[src/rtl/iomem_hakem.sv]
`default_nettype none
// ============================================================================
// Module   : iomem_hakem
// Purpose  : Round-robin arbiter between the I-cache and D-cache refill ports
//            onto the registered iomem bus, with a programmable stall timeout.
// Revision : 1.0 - initial release
// ============================================================================
module iomem_hakem #(
  parameter int unsigned TIMEOUT = 1024
) (
  input  logic        clk,
  input  logic        resetn,

  input  logic        m0_valid,
  input  logic [31:0] m0_addr,
  input  logic [31:0] m0_wdata,
  input  logic [3:0]  m0_wstrb,
  output logic        m0_ready,
  output logic [31:0] m0_rdata,
  output logic        m0_err,

  input  logic        m1_valid,
  input  logic [31:0] m1_addr,
  input  logic [31:0] m1_wdata,
  input  logic [3:0]  m1_wstrb,
  output logic        m1_ready,
  output logic [31:0] m1_rdata,
  output logic        m1_err,

  output logic        iomem_valid,
  input  logic        iomem_ready,
  output logic [3:0]  iomem_wstrb,
  output logic [31:0] iomem_addr,
  output logic [31:0] iomem_wdata,
  input  logic [31:0] iomem_rdata
);

  localparam int unsigned CNT_W = $clog2(TIMEOUT + 1);
  localparam logic [CNT_W-1:0] CNT_LAST = CNT_W'(TIMEOUT - 1);
  localparam logic [CNT_W-1:0] CNT_MAX  = {CNT_W{1'b1}};

  localparam logic [1:0] ST_BOS   = 2'd0;
  localparam logic [1:0] ST_ISTEK = 2'd1;
  localparam logic [1:0] ST_YANIT = 2'd2;

  logic [1:0]       state_q, state_d;
  logic             sahip_q, sahip_d;
  logic             son_sahip_q, son_sahip_d;
  logic [CNT_W-1:0] cnt_q, cnt_d;

  logic             bus_valid_q, bus_valid_d;
  logic [31:0]      bus_addr_q, bus_addr_d;
  logic [31:0]      bus_wdata_q, bus_wdata_d;
  logic [3:0]       bus_wstrb_q, bus_wstrb_d;

  logic             m0_ready_q, m0_ready_d;
  logic [31:0]      m0_rdata_q, m0_rdata_d;
  logic             m0_err_q, m0_err_d;
  logic             m1_ready_q, m1_ready_d;
  logic [31:0]      m1_rdata_q, m1_rdata_d;
  logic             m1_err_q, m1_err_d;

  logic             pick_m1;
  logic             finish;
  logic [31:0]      resp_rdata;
  logic             resp_err;
  logic [CNT_W-1:0] cnt_inc;

  // On a tie the master that did not own the previous transaction wins.
  assign pick_m1 = m1_valid & (~m0_valid | ~son_sahip_q);

  assign cnt_inc = (cnt_q == CNT_MAX) ? cnt_q : cnt_q + CNT_W'(1);

  // A ready in the timeout cycle still counts as a normal completion.
  always_comb begin
    finish     = 1'b0;
    resp_rdata = 32'h0;
    resp_err   = 1'b0;
    if (state_q == ST_ISTEK) begin
      if (iomem_ready) begin
        finish     = 1'b1;
        resp_rdata = iomem_rdata;
      end else if (cnt_q == CNT_LAST) begin
        finish   = 1'b1;
        resp_err = 1'b1;
      end
    end
  end

  always_comb begin
    state_d     = state_q;
    sahip_d     = sahip_q;
    son_sahip_d = son_sahip_q;
    cnt_d       = cnt_q;
    bus_valid_d = bus_valid_q;
    bus_addr_d  = bus_addr_q;
    bus_wdata_d = bus_wdata_q;
    bus_wstrb_d = bus_wstrb_q;
    m0_ready_d  = m0_ready_q;
    m0_rdata_d  = m0_rdata_q;
    m0_err_d    = m0_err_q;
    m1_ready_d  = m1_ready_q;
    m1_rdata_d  = m1_rdata_q;
    m1_err_d    = m1_err_q;

    case (state_q)
      ST_BOS: begin
        if (m0_valid | m1_valid) begin
          bus_valid_d = 1'b1;
          bus_addr_d  = pick_m1 ? m1_addr  : m0_addr;
          bus_wdata_d = pick_m1 ? m1_wdata : m0_wdata;
          bus_wstrb_d = pick_m1 ? m1_wstrb : m0_wstrb;
          sahip_d     = pick_m1;
          cnt_d       = '0;
          state_d     = ST_ISTEK;
        end
      end

      ST_ISTEK: begin
        if (!iomem_ready) begin
          cnt_d = cnt_inc;
        end
        if (finish) begin
          bus_valid_d = 1'b0;
          son_sahip_d = sahip_q;
          state_d     = ST_YANIT;
          if (sahip_q) begin
            m1_ready_d = 1'b1;
            m1_rdata_d = resp_rdata;
            m1_err_d   = resp_err;
          end else begin
            m0_ready_d = 1'b1;
            m0_rdata_d = resp_rdata;
            m0_err_d   = resp_err;
          end
        end
      end

      ST_YANIT: begin
        m0_ready_d = 1'b0;
        m0_rdata_d = 32'h0;
        m0_err_d   = 1'b0;
        m1_ready_d = 1'b0;
        m1_rdata_d = 32'h0;
        m1_err_d   = 1'b0;
        state_d    = ST_BOS;
      end

      default: begin
        state_d = ST_BOS;
      end
    endcase
  end

  always_ff @(posedge clk or negedge resetn) begin
    if (!resetn) begin
      state_q     <= ST_BOS;
      sahip_q     <= 1'b0;
      son_sahip_q <= 1'b1;
      cnt_q       <= '0;
      bus_valid_q <= 1'b0;
      bus_addr_q  <= 32'h0;
      bus_wdata_q <= 32'h0;
      bus_wstrb_q <= 4'h0;
      m0_ready_q  <= 1'b0;
      m0_rdata_q  <= 32'h0;
      m0_err_q    <= 1'b0;
      m1_ready_q  <= 1'b0;
      m1_rdata_q  <= 32'h0;
      m1_err_q    <= 1'b0;
    end else begin
      state_q     <= state_d;
      sahip_q     <= sahip_d;
      son_sahip_q <= son_sahip_d;
      cnt_q       <= cnt_d;
      bus_valid_q <= bus_valid_d;
      bus_addr_q  <= bus_addr_d;
      bus_wdata_q <= bus_wdata_d;
      bus_wstrb_q <= bus_wstrb_d;
      m0_ready_q  <= m0_ready_d;
      m0_rdata_q  <= m0_rdata_d;
      m0_err_q    <= m0_err_d;
      m1_ready_q  <= m1_ready_d;
      m1_rdata_q  <= m1_rdata_d;
      m1_err_q    <= m1_err_d;
    end
  end

  assign iomem_valid = bus_valid_q;
  assign iomem_addr  = bus_addr_q;
  assign iomem_wdata = bus_wdata_q;
  assign iomem_wstrb = bus_wstrb_q;

  assign m0_ready = m0_ready_q;
  assign m0_rdata = m0_rdata_q;
  assign m0_err   = m0_err_q;
  assign m1_ready = m1_ready_q;
  assign m1_rdata = m1_rdata_q;
  assign m1_err   = m1_err_q;

endmodule
`default_nettype wire

[config.mk]
export PLATFORM = sky130hd
export DESIGN_NAME = iomem_hakem
export DESIGN_NICKNAME = d
export VERILOG_FILES = /design/src/rtl/iomem_hakem.sv
export SDC_FILE = /design/constraint.sdc
export NUM_CORES = 1
export LEC_CHECK = 0
export ABC_AREA = 1
export CORE_MARGIN = 1.5
export CORE_UTILIZATION = 35
export CTS_BUF_LIST = sky130_fd_sc_hd__clkbuf_16
export CTS_CLUSTER_DIAMETER = 100
export CTS_CLUSTER_SIZE = 8
export DETAILED_ROUTE_END_ITERATION = 8
export GPL_TIMING_DRIVEN = 0
export PLACE_DENSITY = 0.8
export REMOVE_ABC_BUFFERS = 1
export SLEW_MARGIN = 20
export SYNTH_ARGS = -nofsm -noshare
export SYNTH_HDL_FRONTEND = slang
export SYNTH_SLANG_ARGS = --single-unit
export TNS_END_PERCENT = 50
[constraint.sdc]
create_clock -name clk -period 1.56 [get_ports clk]
set_input_delay 0.312 -clock clk [delete_from_list [all_inputs] [get_ports clk]]
set_output_delay 0.312 -clock clk [all_outputs]
set_load 0.02 [all_outputs]
Word-level counts from Yosys, hierarchy flattened
Index checks and enable logic that the tools add are counted.

Add/subtract/negate cells: 1. Multiply operators: 0. Divide/modulo/power cells: 0. $lt $le $gt $ge: 0. Equal/unequal tests: 10. Shift operators: 0. Multiplexer cells: 36. Bitwise gates (word level): 5. Reductions and logical operators: 10.

Operator list (count): two-way mux 32 bit (7); case mux 32 bit (2 select lines) (2); two-way mux 11 bit (3); case mux 11 bit (2 select lines) (1); two-way mux 1 bit (14); != test 2 bit, second input constant (6); adder 11 x 1 -> 11 bit, second input constant (1); equality test 11 x 10 -> 1 bit, second input constant (1); equality test 11 bit, second input constant (1); case mux 1 bit (2 select lines) (5); AND reduction 3 bit (3); AND reduction 2 bit (3); two-way mux 2 bit (2); two-way mux 4 bit (1); case mux 2 bit (2 select lines) (1); AND reduction 4 bit (1); nonzero test 2 bit (2); equality test 2 x 1 -> 1 bit, second input constant (1); equality test 2 bit, second input constant (1); logical NOT 2 bit (1); inverter 1 bit (2); OR 1 bit (2); AND 1 bit (1).

Bits in registers: 152. Latch bits: 0. Memory bits (writable): 0. Memory bits (read-only): 0. Input port bits: 173. Output and inout port bits: 137. Word-level logic and storage cells: 76. Memories kept: 0.

Depth between registers and ports, before layout
Depth in word-level cells: 6. Depth in mapped cells: 9. Mapped depth without buffers: 9.

Worst setup path after synthesis
No wires, ideal clock.

Path type: register -> register. From: reg cnt_q[0]. To: reg m1_rdata_q[1] (netlist: m1_rdata[1]). Library setup time: 117 ps. Data arrival time: 1373 ps. Data required time: 1443 ps. Setup slack: 70 ps. Cell stages (with the launch flop): 10. Buffers on the path: 1. Period minus slack after synthesis: 1490 ps. Cells stage by stage: dfrtp_1 -> ha_1 -> nand2_1 -> nor2_4 -> nand3_2 -> nand3_4 -> nand2_4 -> buf_6 -> nand2_1 -> nand2_1.

Cells in the longest elaborated chain, start to end: 6.

Ends and longest elaborated chain: start: declaration (RTL line 49) `logic [CNT_W-1:0] cnt_q, cnt_d;`; start signal: assignment (RTL line 175) `cnt_q <= cnt_d;`; equality test 11 x 10 -> 1 bit (RTL line 83) `end else if (cnt_q == CNT_LAST) begin`; two-way mux 1 bit (RTL line 83); two-way mux 1 bit (RTL line 80) `if (iomem_ready) begin`; two-way mux 1 bit (RTL line 79) `if (state_q == ST_ISTEK) begin`; != test 2 bit (no line); AND reduction 3 bit (no line); end signal: assignment (RTL line 184) `m1_rdata_q <= m1_rdata_d;`; end: declaration (RTL line 60) `logic [31:0] m1_rdata_q, m1_rdata_d;`.

Every way passes these cells. A chain may end at the register's enable or synchronous reset.

Final worst setup path
From: reg state_q[1]. To: reg m1_rdata_q[24] (netlist: m1_rdata[24]).

Cells in the longest elaborated chain, start to end: 4. Elaborated cells on any way between the ends: 8.

Ends and longest elaborated chain: start: declaration (RTL line 46) `logic [1:0] state_q, state_d;`; start signal: assignment (RTL line 172) `state_q <= state_d;`; equality test 2 x 1 -> 1 bit (RTL line 79, 106); two-way mux 1 bit (RTL line 79); != test 2 bit (no line); AND reduction 3 bit (no line).

Several ways; a longest one is shown, not always the timed one.

==> flow_summary.yaml <==
run_status:
  status: "finished with violations"
  failed_checks: "setup timing"
finish:
  multiInputGateArea_mm2: 0.003368
  area_delta_synth_final_pct: 72.62
  seq_area_mm2: 0.003809
  final_area_mm2: 0.01193
  nNetsFinal: 1384
  drive_above_1_share: 0.1556
  fill_cells: 1626
  stdcell_count: 1487
synth:
  ys.flop_type: "dfrtp_1"
  ys.warnings.count: 0
  ys_seq_area_frac: 0.5504
  async_reset_ff_frac: 1.000
  syn-cell-area_mm2: 0.006913
  synth_top_area_frac: 0.5466
  yosysUniqueCellTypes: 28
  synth_edf_count: 0
  synth_area_leaders: "dfrtp_1 (55%), nand2_1 (15%), o21ai_0 (10%)"
  avgSynthCellArea_um2: 8.048
  syn_inst: 859
  yosysTopAreaCell: "dfrtp_1"
  synth_seq_cells: 152
placed_design:
  port_buffers: 309
  finalWeightedCongestion: 0.7865
  dp_hpwl_mm: 15.91
  placed_area_mm2: 0.01021
  dpl.cell_count: 1382
  place_ws_ns: -1.374
clock_network:
  clk_pin_slew_ns: 0.07
  cts_buffers: 17
  cts_tree: "built"
  clk_latency_ns: 0.42
  cts_max_level: 4
  cts_buffer_depth: 2
  root_buffer: "clkbuf_16"
  clock_sinks: 152
drt:
  met1Wirelength_mm: 10.95
  vias: 7701
  via_per_inst: 5.179
  dr_wl_met2_mm: 14.77
  dr.pass1.iters: 5
  drt_iter0_drc: 533
  wire_per_inst_um: 19.98
  dr.max_layer_used: "met5"
  antenna_left: 0
  totalWireLength_mm: 29.71
  drc: 0
  met3WireLength_mm: 2.858
floorplanning:
  ios: 310
  die_w_um: 143.5
  row_count: 51
  dieArea_mm2: 0.02060
  start_util: 0.3564
  die_h_um: 143.5
  core-area_mm2: 0.01940
pwr:
  p_leak_nw: 5.773
  power_density_mw_per_mm2: 1966
  internal-power_mw: 13.03
  seqPwrFrac: 0.287
  pwr-share-comb: 0.528
  pwr-share-clk: 0.186
  switching_share: 0.4445
  p_sw_mw: 10.43
  ir_drop_v: 0.0008567
critical_path:
  worstPathArrival_ns: 2.02
  worst_path_most_repeated_cell: "buf_12"
  worst-path-max-fanout: 8
  r2r_cells: 9
  slowest_stage: "dfrtp_2"
  crit_type: "flip-flop to flip-flop"
  path_cells: "nor2_4 > buf_12 > buf_6 > nand3_4 > buf_12 > buf_12 > nand2_8 > nand2_2 > nand2_2"
  required_ns: 1.91
  cpPeakStageDelay_ns: 0.48
  endpoint_kind: "flip-flop"
  worstSetupStartpointType: "flip-flop"
sta:
  setup_ws_ns: -0.1074
  finalSetupViolCount: 33
  fin_tns_setup_ns: -1.919
  post-route-min-period_ns: 1.667
  period_share: 1.069
  slew_viol_final: 0
  fmax_mhz: 599.7
  worst_slew_pin_slew_ns: 0.6816
  fin_hold_ws_ns: 0.4211
  finalHoldViolations: 0
  clock-skew-final_ns: 0.01152
  rsz0062_at_grt: "yes"
  slew_headroom: 0.5451
run:
  max_cap_viol_count: 0
global_route:
  grt_pass1_wl_mm: 42.29
  track_usage: 0.2715
  grt_pass1_vias: 7403
  globalRouteOverflowTotal: 0
  antenna_found_initial: 2
  grt_max_degree: 91
min_path:
  hp-class: "input port to async pin"
==> sequential cells by signal, indices dropped and copies added (netlist names) <==
register / flops
cnt_q: 11
iomem_addr: 32
iomem_valid: 1
iomem_wdata: 32
iomem_wstrb: 4
m0_err: 1
m0_rdata: 32
m0_ready: 1
m1_err: 1
m1_rdata: 32
m1_ready: 1
sahip_q: 1
son_sahip_q: 1
state_q: 2
==> timing repair <==
action	CTS	global route
hold endpoints to repair	61	0
setup endpoints to repair	288	138
hold buffers	1	0
gates resized for setup	213	84
gates cloned	19	7
pin swaps	25	21
setup buffers	31	18
==> synthesized netlist by cell type (4+ instances only) <==
master,number
buf_2,13
inv_1,14
clkbuf_1,24
nand2_1,280
buf_6,6
o21ai_0,138
buf_1,8
nand3_1,78
nor2_1,111
o21ai_1,9
buf_4,4
dfrtp_1,151
==> power by group through the flow <==
stage	clock network, mW	logic [mW]	registers [mW]
final	4.35	12.4	6.73
after global routing	4.58	13.1	6.91
after CTS	4.40	11.0	6.63
after detailed placement	0	10.3	6.68
after global placement	0	8.89	6.49
after floorplan	0	2.98	8.57
==> cell type report <==
type	instances	share of cell area
diodes	1	0.0002097
clock buffers	17	0.03565
clock inverters	13	0.01499
inverters	17	0.008284
multi-input cells	652	0.2823
flip-flops and latches	152	0.3192
well taps	265	0.02779
repair buffers	368	0.3096
repair inverters	2	0.001992
==> per-stage QoR <==
step	total power, mW	util
after detailed placement	17.02	0.5265
after floorplan	11.55	-
after CTS	22.07	0.5926
after global placement	15.38	0.5181
after global routing	24.63	0.6150
final	23.46	0.6151
==> routing by layer <==
layer,vias up,global-route usage
met2,429,0.4598
met5,-,0
met3,82,0.08297
met4,4,0.1112
met1,3671,0.3202
li1,3515,-
==> worst paths after layout <==
path / from / endpoint / slack, ns
worst max-delay path: state_q[1] / m1_rdata[24] / -0.11
worst min-delay path: resetn / m0_rdata[4] / 0.42
worst max register to register: state_q[1] / m1_rdata[24] / -0.11
worst min register to register: m1_rdata[16] / m1_rdata[16] / 0.47
max in group asynchronous: resetn / iomem_wstrb[2] / 0.27
min in group clk: iomem_ready / m1_rdata[25] / 0.45
==> cell families after synthesis <==
logic type                 synth area share
AOI/OAI and AO/OA                    0.1097
xor gates and xnor gates           0.001267
adders and majority gates          0.001810
buffers and inverters               0.05086
DFF                                  0.5504
and+or+nand+nor                      0.2860
==> critical path, delay by kind of cell (launching register included) <==
kind	cells	cell delay [ns]
buffers and inverters	4	0.58
DFF	1	0.48
and+or+nand+nor	5	0.53
==> placed cells by master, fill, tap and decap left out, drive strengths merged <==
master and instances:
nand2 299, clkdlybuf4s50 168, dfrtp 151, o21ai 149, dlygate4sd2 139, nor2 115, nand3 83, buf 57
clkbuf 19, inv 19, clkinv 5, clkinvlp 4, bufinv 4, nand3b 2, diode 1, xnor2 1
a21oi 1, a22o 1, ha 1, bufbuf 1, dlygate4sd3 1, dfstp 1
No activity file was read; power rests on OpenSTA's default activity.
